[config.mk]
export PLATFORM = sky130hd
export DESIGN_NAME = pipeline_rx_buffer
export DESIGN_NICKNAME = d
export VERILOG_FILES = /design/src/rtl/pipeline_rx_buffer.sv
export SDC_FILE = /design/constraint.sdc
export NUM_CORES = 1
export LEC_CHECK = 0
export ABC_AREA = 0
export BUFFER_PORTS_ARGS = -buffer_cell sky130_fd_sc_hd__buf_2
export CAP_MARGIN = 40
export CORE_UTILIZATION = 54
export DETAILED_ROUTE_END_ITERATION = 10
export PLACE_DENSITY_LB_ADDON = 0.1
export SLEW_MARGIN = 25
export SYNTH_ARGS = -nofsm -noshare
export SYNTH_HDL_FRONTEND = slang
export SYNTH_SLANG_ARGS = --single-unit
[constraint.sdc]
create_clock -name clk -period 8.5 [get_ports clk]
set_input_delay 0.425 -clock clk [delete_from_list [all_inputs] [get_ports clk]]
set_output_delay 0.425 -clock clk [all_outputs]
set_load 0.05 [all_outputs]
[src/rtl/pipeline_rx_buffer.sv]
// ---------------------------------------------------------------------------
// pipeline_rx_buffer
//
// Receive-side capture buffer for a valid-only pipeline output stream. The
// producer cannot be stalled, so words are held in a small first-word
// fall-through FIFO and offered to the consumer over a ready/valid handshake.
// A word arriving while the FIFO is full (and not being drained that cycle)
// is discarded; the loss is recorded in a sticky overflow flag and a
// saturating drop counter.
//
// Ports:
//   clk         rising-edge clock
//   rst_n       asynchronous active-low reset
//   in_data     word from the pipeline output stage
//   in_valid    in_data valid this cycle (no backpressure)
//   out_data    head-of-FIFO word (meaningful only while out_valid=1)
//   out_valid   FIFO not empty
//   out_ready   consumer accepts out_data this cycle
//   level       current occupancy, 0..DEPTH
//   overflow    sticky: a word has been dropped since the last clear
//   drop_count  number of dropped words, saturating at all-ones
//   stat_clr    synchronous clear of overflow and drop_count
// ---------------------------------------------------------------------------
module pipeline_rx_buffer #(
  parameter int DATA_W = 16,
  parameter int DEPTH  = 4,
  parameter int CNT_W  = 8
) (
  input  logic                     clk,
  input  logic                     rst_n,
  input  logic [DATA_W-1:0]        in_data,
  input  logic                     in_valid,
  output logic [DATA_W-1:0]        out_data,
  output logic                     out_valid,
  input  logic                     out_ready,
  output logic [$clog2(DEPTH):0]   level,
  output logic                     overflow,
  output logic [CNT_W-1:0]         drop_count,
  input  logic                     stat_clr
);

  localparam int AW = $clog2(DEPTH);
  localparam int PW = AW + 1;

  // Increment that sticks at all-ones instead of wrapping.
  function automatic logic [CNT_W-1:0] sat_inc(input logic [CNT_W-1:0] val);
    logic [CNT_W-1:0] res;
    if (&val) begin
      res = val;
    end else begin
      res = val + CNT_W'(1);
    end
    return res;
  endfunction

  // Storage and pointers. The extra pointer MSB separates full from empty.
  logic [DATA_W-1:0] mem_r [DEPTH];
  logic [PW-1:0]     rd_ptr_r;
  logic [PW-1:0]     wr_ptr_r;
  logic [PW-1:0]     rd_ptr_next_s;
  logic [PW-1:0]     wr_ptr_next_s;

  logic              out_valid_r;
  logic [PW-1:0]     level_r;
  logic              overflow_r;
  logic [CNT_W-1:0]  drop_count_r;

  logic              empty_s;
  logic              full_s;
  logic              pop_s;
  logic              push_s;
  logic              drop_s;

  // Occupancy decode and handshake qualification.
  always_comb begin
    empty_s = 1'b0;
    full_s  = 1'b0;
    pop_s   = 1'b0;
    push_s  = 1'b0;
    drop_s  = 1'b0;
    if (rd_ptr_r == wr_ptr_r) begin
      empty_s = 1'b1;
    end else begin
      empty_s = 1'b0;
    end
    if ((rd_ptr_r[AW-1:0] == wr_ptr_r[AW-1:0]) && (rd_ptr_r[AW] != wr_ptr_r[AW])) begin
      full_s = 1'b1;
    end else begin
      full_s = 1'b0;
    end
    pop_s  = !empty_s && out_ready;
    // A pop in the same cycle frees the slot, so a full FIFO still accepts.
    push_s = in_valid && (!full_s || pop_s);
    drop_s = in_valid && full_s && !pop_s;
  end

  // Next pointer values, shared by the pointer, level and valid registers.
  always_comb begin
    rd_ptr_next_s = rd_ptr_r;
    wr_ptr_next_s = wr_ptr_r;
    if (pop_s) begin
      rd_ptr_next_s = rd_ptr_r + PW'(1);
    end else begin
      rd_ptr_next_s = rd_ptr_r;
    end
    if (push_s) begin
      wr_ptr_next_s = wr_ptr_r + PW'(1);
    end else begin
      wr_ptr_next_s = wr_ptr_r;
    end
  end

  // Pointer, occupancy and valid registers; level wraps modulo 2*DEPTH.
  always_ff @(posedge clk or negedge rst_n) begin
    if (!rst_n) begin
      rd_ptr_r    <= {PW{1'b0}};
      wr_ptr_r    <= {PW{1'b0}};
      level_r     <= {PW{1'b0}};
      out_valid_r <= 1'b0;
    end else begin
      rd_ptr_r    <= rd_ptr_next_s;
      wr_ptr_r    <= wr_ptr_next_s;
      level_r     <= wr_ptr_next_s - rd_ptr_next_s;
      out_valid_r <= (wr_ptr_next_s != rd_ptr_next_s);
    end
  end

  // Data array write; contents are deliberately left unreset.
  always_ff @(posedge clk) begin
    if (push_s) begin
      mem_r[wr_ptr_r[AW-1:0]] <= in_data;
    end
  end

  // Loss statistics. A clear coinciding with a drop keeps that new drop.
  always_ff @(posedge clk or negedge rst_n) begin
    if (!rst_n) begin
      overflow_r   <= 1'b0;
      drop_count_r <= {CNT_W{1'b0}};
    end else if (stat_clr) begin
      overflow_r   <= drop_s;
      drop_count_r <= drop_s ? CNT_W'(1) : {CNT_W{1'b0}};
    end else if (drop_s) begin
      overflow_r   <= 1'b1;
      drop_count_r <= sat_inc(drop_count_r);
    end else begin
      overflow_r   <= overflow_r;
      drop_count_r <= drop_count_r;
    end
  end

  // Fall-through head read straight from the register array.
  assign out_data   = mem_r[rd_ptr_r[AW-1:0]];
  assign out_valid  = out_valid_r;
  assign level      = level_r;
  assign overflow   = overflow_r;
  assign drop_count = drop_count_r;

endmodule

Yosys cells after proc, flatten, opt, wreduce, memory -nomap -nowiden

Memories as Yosys holds them, arrays and structs flattened.
Index checks and enable logic that the tools add are counted.

Flip-flop bits (word level): 19
Bits in writable memories: 64
Bits of input ports: 21
Logic and storage cells: 40
Memories: 1

Add/sub/neg operators: 4
Equal/unequal tests: 5
Multiplexer cells: 12
Reductions and logical operators: 12

Memories:

| memory | depth | width | rd ports | clocked after Yosys merged registers in | write ports | RTL line | source |
|---|---|---|---|---|---|---|---|
| mem_r  | 4     | 16    | 1        | 0                                       | 1           | 57       | `logic [DATA_W-1:0] mem_r [DEPTH];` |

Operators by type and width:

| operator                                     | count |
|---|---|
| two-way mux 8 bit                            | 3 |
| adder 8 x 1 -> 8 bit (second input constant) | 1 |
| AND reduction 8 bit                          | 1 |
| two-way mux 1 bit                            | 7 |
| adder 3 x 1 -> 3 bit (second input constant) | 2 |
| two-way mux 3 bit                            | 2 |
| logical AND 1 bit                            | 5 |
| == test 3 bit                                | 1 |
| logical NOT 1 bit                            | 3 |
| != test 3 bit                                | 1 |
| subtractor 3 bit                             | 1 |
| == test 2 bit                                | 1 |
| != test 2 bit (second input constant)        | 1 |
| AND reduction 2 bit                          | 1 |
| nonzero test 2 bit                           | 1 |
| logical OR 1 bit                             | 1 |
| != test 1 bit                                | 1 |

Depth between registers and ports, before layout

Depth after elaboration: 8
Depth in mapped cells: 11
Mapped depth without buffers: 10

Worst setup path before layout

No wires, ideal clock.

Kind: register to register
Start point: reg rd_ptr_r[1]
End point: reg level_r[2] (netlist: level[2])
Library setup time: 0.148 ns
Arrival time: 2.653 ns
Path slack: 5.699 ns
Stages on the path, launching flop included: 12
Buffers on the path: 1
Clock period less this slack: 2.801 ns
Cell sequence: dfrtp_1 > buf_2 > xor2_1 > o41ai_4 > xnor2_1 > inv_1 > ha_1 > fa_1 > inv_1 > nor3_1 > a2111oi_0 > o211ai_1

Cells in the longest elaborated chain, start to end: 8
Elaborated cells between the ends (all ways): 14

RTL lines:

| item                                                   | RTL line | source |
|---|---|---|
| start: declaration                                     | 58       | `logic [PW-1:0] rd_ptr_r;` |
| start signal: assignment                               | 116      | `rd_ptr_r <= {PW{1'b0}};` |
| start signal: assignment                               | 121      | `rd_ptr_r <= rd_ptr_next_s;` |
| == test 3 bit or == test 2 bit (tied branches)         | 81, 86   |  |
| two-way mux 1 bit or logical AND 1 bit (tied branches) | 81, 86   |  |
| logical NOT 1 bit or two-way mux 1 bit (tied branches) | 91, 86   |  |
| logical AND 1 bit or logical NOT 1 bit (tied branches) | 91, 93   |  |
| logical OR 1 bit *                                     | 93       | `push_s = in_valid && (!full_s \|\| pop_s);` |
| logical AND 1 bit *                                    | 93       |  |
| two-way mux 3 bit *                                    | 106      | `if (push_s) begin` |
| net wr_ptr_next_s[0]                                   | 61       | `logic [PW-1:0] wr_ptr_next_s;` |
| subtractor 3 bit *                                     | 123      | `level_r <= wr_ptr_next_s - rd_ptr_next_s;` |
| end signal: assignment                                 | 118      | `level_r <= {PW{1'b0}};` |
| end signal: assignment                                 | 123      |  |
| end: declaration                                       | 64       | `logic [PW-1:0] level_r;` |

The timed path passes the listed nets; every way through them passes the cells marked *.
A chain may end at the register's enable or synchronous reset.

Worst setup path after layout

Same ends and word-level chain as after synthesis.

==> impl_summary.log <==
[metrics] maximum number of pins on one net before global-route repair: 21
[metrics] Max-Slew Margin vs Limit: 46.4%
[metrics] non-filler instance count after layout: 352
[metrics] final design area excluding fillers: ~4100 um^2
[metrics] final worst path period share: 39.4%
[metrics] clock tree sinks: 83
[metrics] number of warning messages in the yosys log: 0
[metrics] total clock buffers created by CTS: 9
[metrics] violation count after the first detailed-routing iteration: 184
[metrics] most common cell after layout, fill and taps aside: sky130_fd_sc_hd__edfxtp_1
[metrics] grt ovf: 0
[metrics] via count of the first global-routing pass: 1931
[metrics] static power due to leakage: roughly 1.6 nW
[metrics] layout-stage area growth over the synthesis result: 16.0%
[metrics] areal power density over the cells: 384 nW/um^2
[metrics] cell taking the most area after synthesis: sky130_fd_sc_hd__edfxtp_1
[metrics] clock latency at the later pin of the worst-skew pair: 0.35 ns
[metrics] setup repair after global routing missed its margin: no
[metrics] cell at the slowest stage of the critical path: sky130_fd_sc_hd__o41ai_4
[metrics] clock tree root buffer cell: sky130_fd_sc_hd__clkbuf_8
[metrics] maximum fanout along the worst path: 14
[metrics] die area: 6930 um^2
[metrics] data arrival at the endpoint of the critical path: 3.56 ns
[metrics] fraction of the yosys area taken by sequential cells: between 60% and 70%
[metrics] Critical Path RT: 8.71 ns
[metrics] starting density of the core: 56.1%
[metrics] floorplan row count: 29
[metrics] proportion of layout cells with a drive suffix above 1: 35.3%
[metrics] smallest setup slack after layout: a little over 5 ns
[metrics] run status: finished clean
[metrics] classification of the worst setup path: reg2reg
[metrics] PostCTS Resize Cnt: 0
[metrics] number of buffers added to fix hold violations after cts: 0
[metrics] count of buffers from port buffering: between 40 and 50
[metrics] DIE WIDTH: about 83 um
[metrics] commonest cells after routing, fill and taps aside: 64 x sky130_fd_sc_hd__edfxtp_1, 49 x sky130_fd_sc_hd__buf_2, 19 x sky130_fd_sc_hd__dfrtp_1
[metrics] Top cell by count, worst path: sky130_fd_sc_hd__inv_1
[metrics] Finish-stage setup viols: 0
[metrics] CP bufs+invs: 3
[metrics] antenna violations before repair: 0
[metrics] class of the tightest hold or removal check: in2async
[metrics] Synth Register Bits: 83
[metrics] count of mapped cells out of synthesis: about 210
[metrics] post-CTS setup repair buffer count: 0
[metrics] global-route wire length before repair: 9760 um
[metrics] length of the first detailed-routing pass in iterations: 4
[metrics] CTS tree: done
[metrics] Min Clock Period, post-route: between 3 and 4 ns
[metrics] Setup Total Neg Slack: 0 ns
[metrics] ys flop type: sky130_fd_sc_hd__edfxtp_1
[metrics] highest achievable clock rate: 299 MHz
[metrics] worst supply voltage drop on vdd: 0.261 mV
[metrics] number of enable-type register cells in the synthesized netlist: 64
[metrics] category of the worst setup path launch point: flop
[metrics] post-route ant nets: 0
[metrics] Core ar.: 6350 um^2
[metrics] Avg Cell Area, Syn: 16.8 um^2
[metrics] worst setup slack before clock tree synthesis: 5.16 ns
[metrics] Yosys top cell area share: 54.0%
[metrics] post-layout net count: 301
[metrics] largest cells by area after synthesis: sky130_fd_sc_hd__edfxtp_1 54%, sky130_fd_sc_hd__dfrtp_1 13%, sky130_fd_sc_hd__mux4_2 10%, sky130_fd_sc_hd__ha_1 2.8%, sky130_fd_sc_hd__inv_1 1.6%
[metrics] RePlAce Congestion: between 0.8 and 0.9
[metrics] Post-Syn Nets: about 240
[metrics] unique cell type count in the Yosys netlist: 47
[metrics] Max-cap violations: 0
[metrics] placed cell count: approximately 340
[metrics] type of element capturing the critical path: flop
[metrics] Die Ht: 83.2 um
[metrics] clock-pin slew on the worst setup and hold paths: 0.08 ns
[metrics] cell area after technology mapping: 3560 um^2
[metrics] Top Family by Delay on Critical Path: compound AO/OA/AOI/OAI gates
[metrics] H-Tree Level Count: 3
[metrics] via/cell ratio: roughly 5.8
[metrics] largest buffer count on any clock path: 2
[metrics] count of endpoints failing hold in the final timing report: 0
[metrics] DR DRC count: 0
[metrics] final-report max-slew violation count: 0
[metrics] ys async rst share: 22.9%
[metrics] HPWL reported at the end of detailed placement: between 4000 and 5000 um
[metrics] Clock Skews: 0.0132 ns
[metrics] GRT Util Overall: 18.8%
[metrics] via count of the routed design: 2030
[metrics] WL/cell: 17.1 um
[metrics] cell area after placement: 3970 um^2
[metrics] cells along the critical path: buf_16 -> xor2_1 -> o41ai_4 -> xnor2_1 -> inv_1 -> ha_1 -> fa_1 -> inv_1 -> nor3_1 -> a2111oi_0 -> o211ai_1
[metrics] top-level I/O count: 50
[metrics] transition time of the tightest slew-check pin: 0.784 ns
[metrics] count of antenna diodes in the layout: 0
[metrics] maximum single-stage delay on the critical path: 0.59 ns
[metrics] wire length after detailed routing: roughly 6000 um
==> worst reg2reg max path, stage by stage, from the launching register on <==
cell                        delay, ns
sky130_fd_sc_hd__dfrtp_1         0.52
sky130_fd_sc_hd__buf_16          0.23
sky130_fd_sc_hd__xor2_1          0.19
sky130_fd_sc_hd__o41ai_4         0.59
sky130_fd_sc_hd__xnor2_1         0.21
sky130_fd_sc_hd__inv_1           0.07
sky130_fd_sc_hd__ha_1            0.21
sky130_fd_sc_hd__fa_1            0.41
sky130_fd_sc_hd__inv_1           0.12
sky130_fd_sc_hd__nor3_1          0.06
sky130_fd_sc_hd__a2111oi_0       0.46
sky130_fd_sc_hd__o211ai_1        0.14
==> cells by family after synthesis <==
logic type                 Yosys count  share of synthesized area [%]
muxes                               19                           11.0
DFF                                 83                           67.3
buffers and inverters               22                           2.70
xor gates and xnor gates             9                           2.63
adders and majority gates            9                           3.37
and+or+nand+nor                     42                           6.67
AOI/OAI and AO/OA                   28                           6.29
==> power breakdown <==
part | leakage (nW) | internal, mW | total (mW) | switching (mW)
clock | 0.0750 | 0.106 | 0.244 | 0.138
combinational | 0.656 | 0.255 | 0.759 | 0.503
sequential | 0.827 | 0.538 | 0.584 | 0.0461
total | 1.56 | 0.899 | 1.59 | 0.688
==> cell type report <==
cell class	instances	area [um^2]
sequential	83	2400
clock buffer	10	128
clock inverter	5	40.0
tap	77	96.3
timing repair buffer	55	337
multi-input combinational	107	1080
inverter	15	56.3
fill	467	2220
==> flip-flops by register name, summed over array words and instances (netlist names) <==
register and flops:
level 3, wr_ptr_r 3, out_valid 1, rd_ptr_r 3
mem_r 64, overflow 1, drop_count 8
==> path summary, 6_finish.rpt <==
path                                   from             to  slack [ns]  cells after the start
worst max register to register  rd_ptr_r[1]       level[2]        5.15                     11
min in group clk                in_data[14]   mem_r[2][14]        0.28                      1
worst max-delay path            rd_ptr_r[1]       level[2]        5.15                     11
max in group asynchronous             rst_n  drop_count[1]        8.16                      1
worst min register to register     overflow       overflow        0.49                      1
worst min-delay path                  rst_n       level[0]        0.02                      1
==> per-stage QoR <==
| stage | power, mW | util (%) | hold slack [ns] |
|---|---|---|---|
| global route | 1.67 | 65.1 | 0.0400 |
| global placement | 1.32 | 61.1 | 0.401 |
| CTS | 1.60 | 65.1 | 0.0232 |
| detailed placement | 1.36 | 62.4 | 0.408 |
| floorplan | 1.17 | - | 0.129 |
| finish | 1.59 | 65.1 | 0.0151 |
==> Yosys cell counts, types with 2 or more instances <==
| library cell | n |
|---|---|
| sky130_fd_sc_hd__buf_1 | 2 |
| sky130_fd_sc_hd__nand3_1 | 4 |
| sky130_fd_sc_hd__inv_1 | 15 |
| sky130_fd_sc_hd__xor2_1 | 3 |
| sky130_fd_sc_hd__a21oi_1 | 5 |
| sky130_fd_sc_hd__o31ai_1 | 4 |
| sky130_fd_sc_hd__nand2_1 | 8 |
| sky130_fd_sc_hd__buf_2 | 2 |
| sky130_fd_sc_hd__nand4_1 | 2 |
| sky130_fd_sc_hd__nor2_1 | 9 |
| sky130_fd_sc_hd__o21ai_0 | 4 |
| sky130_fd_sc_hd__dfrtp_1 | 19 |
| sky130_fd_sc_hd__a2111oi_0 | 4 |
| sky130_fd_sc_hd__o311ai_0 | 3 |
| sky130_fd_sc_hd__and3_1 | 3 |
| sky130_fd_sc_hd__mux2_2 | 2 |
| sky130_fd_sc_hd__edfxtp_1 | 64 |
| sky130_fd_sc_hd__nor2b_1 | 2 |
| sky130_fd_sc_hd__or4_1 | 3 |
| sky130_fd_sc_hd__or3_1 | 2 |
| sky130_fd_sc_hd__xnor2_1 | 4 |
| sky130_fd_sc_hd__ha_1 | 8 |
| sky130_fd_sc_hd__mux4_2 | 16 |
==> metal layers <==
| layer | GRT usage, % | up-vias | part of all wire (%) |
|---|---|---|---|
| met5 | 0 | - | 0 |
| met4 | 8.46 | 0 | 1.8 |
| met3 | 4.37 | 18 | 4.9 |
| met2 | 28.8 | 66 | 48 |
| met1 | 25.9 | 989 | 45 |
| li1 | - | 957 | - |
Note: power is estimated with default switching activity, not from simulation.
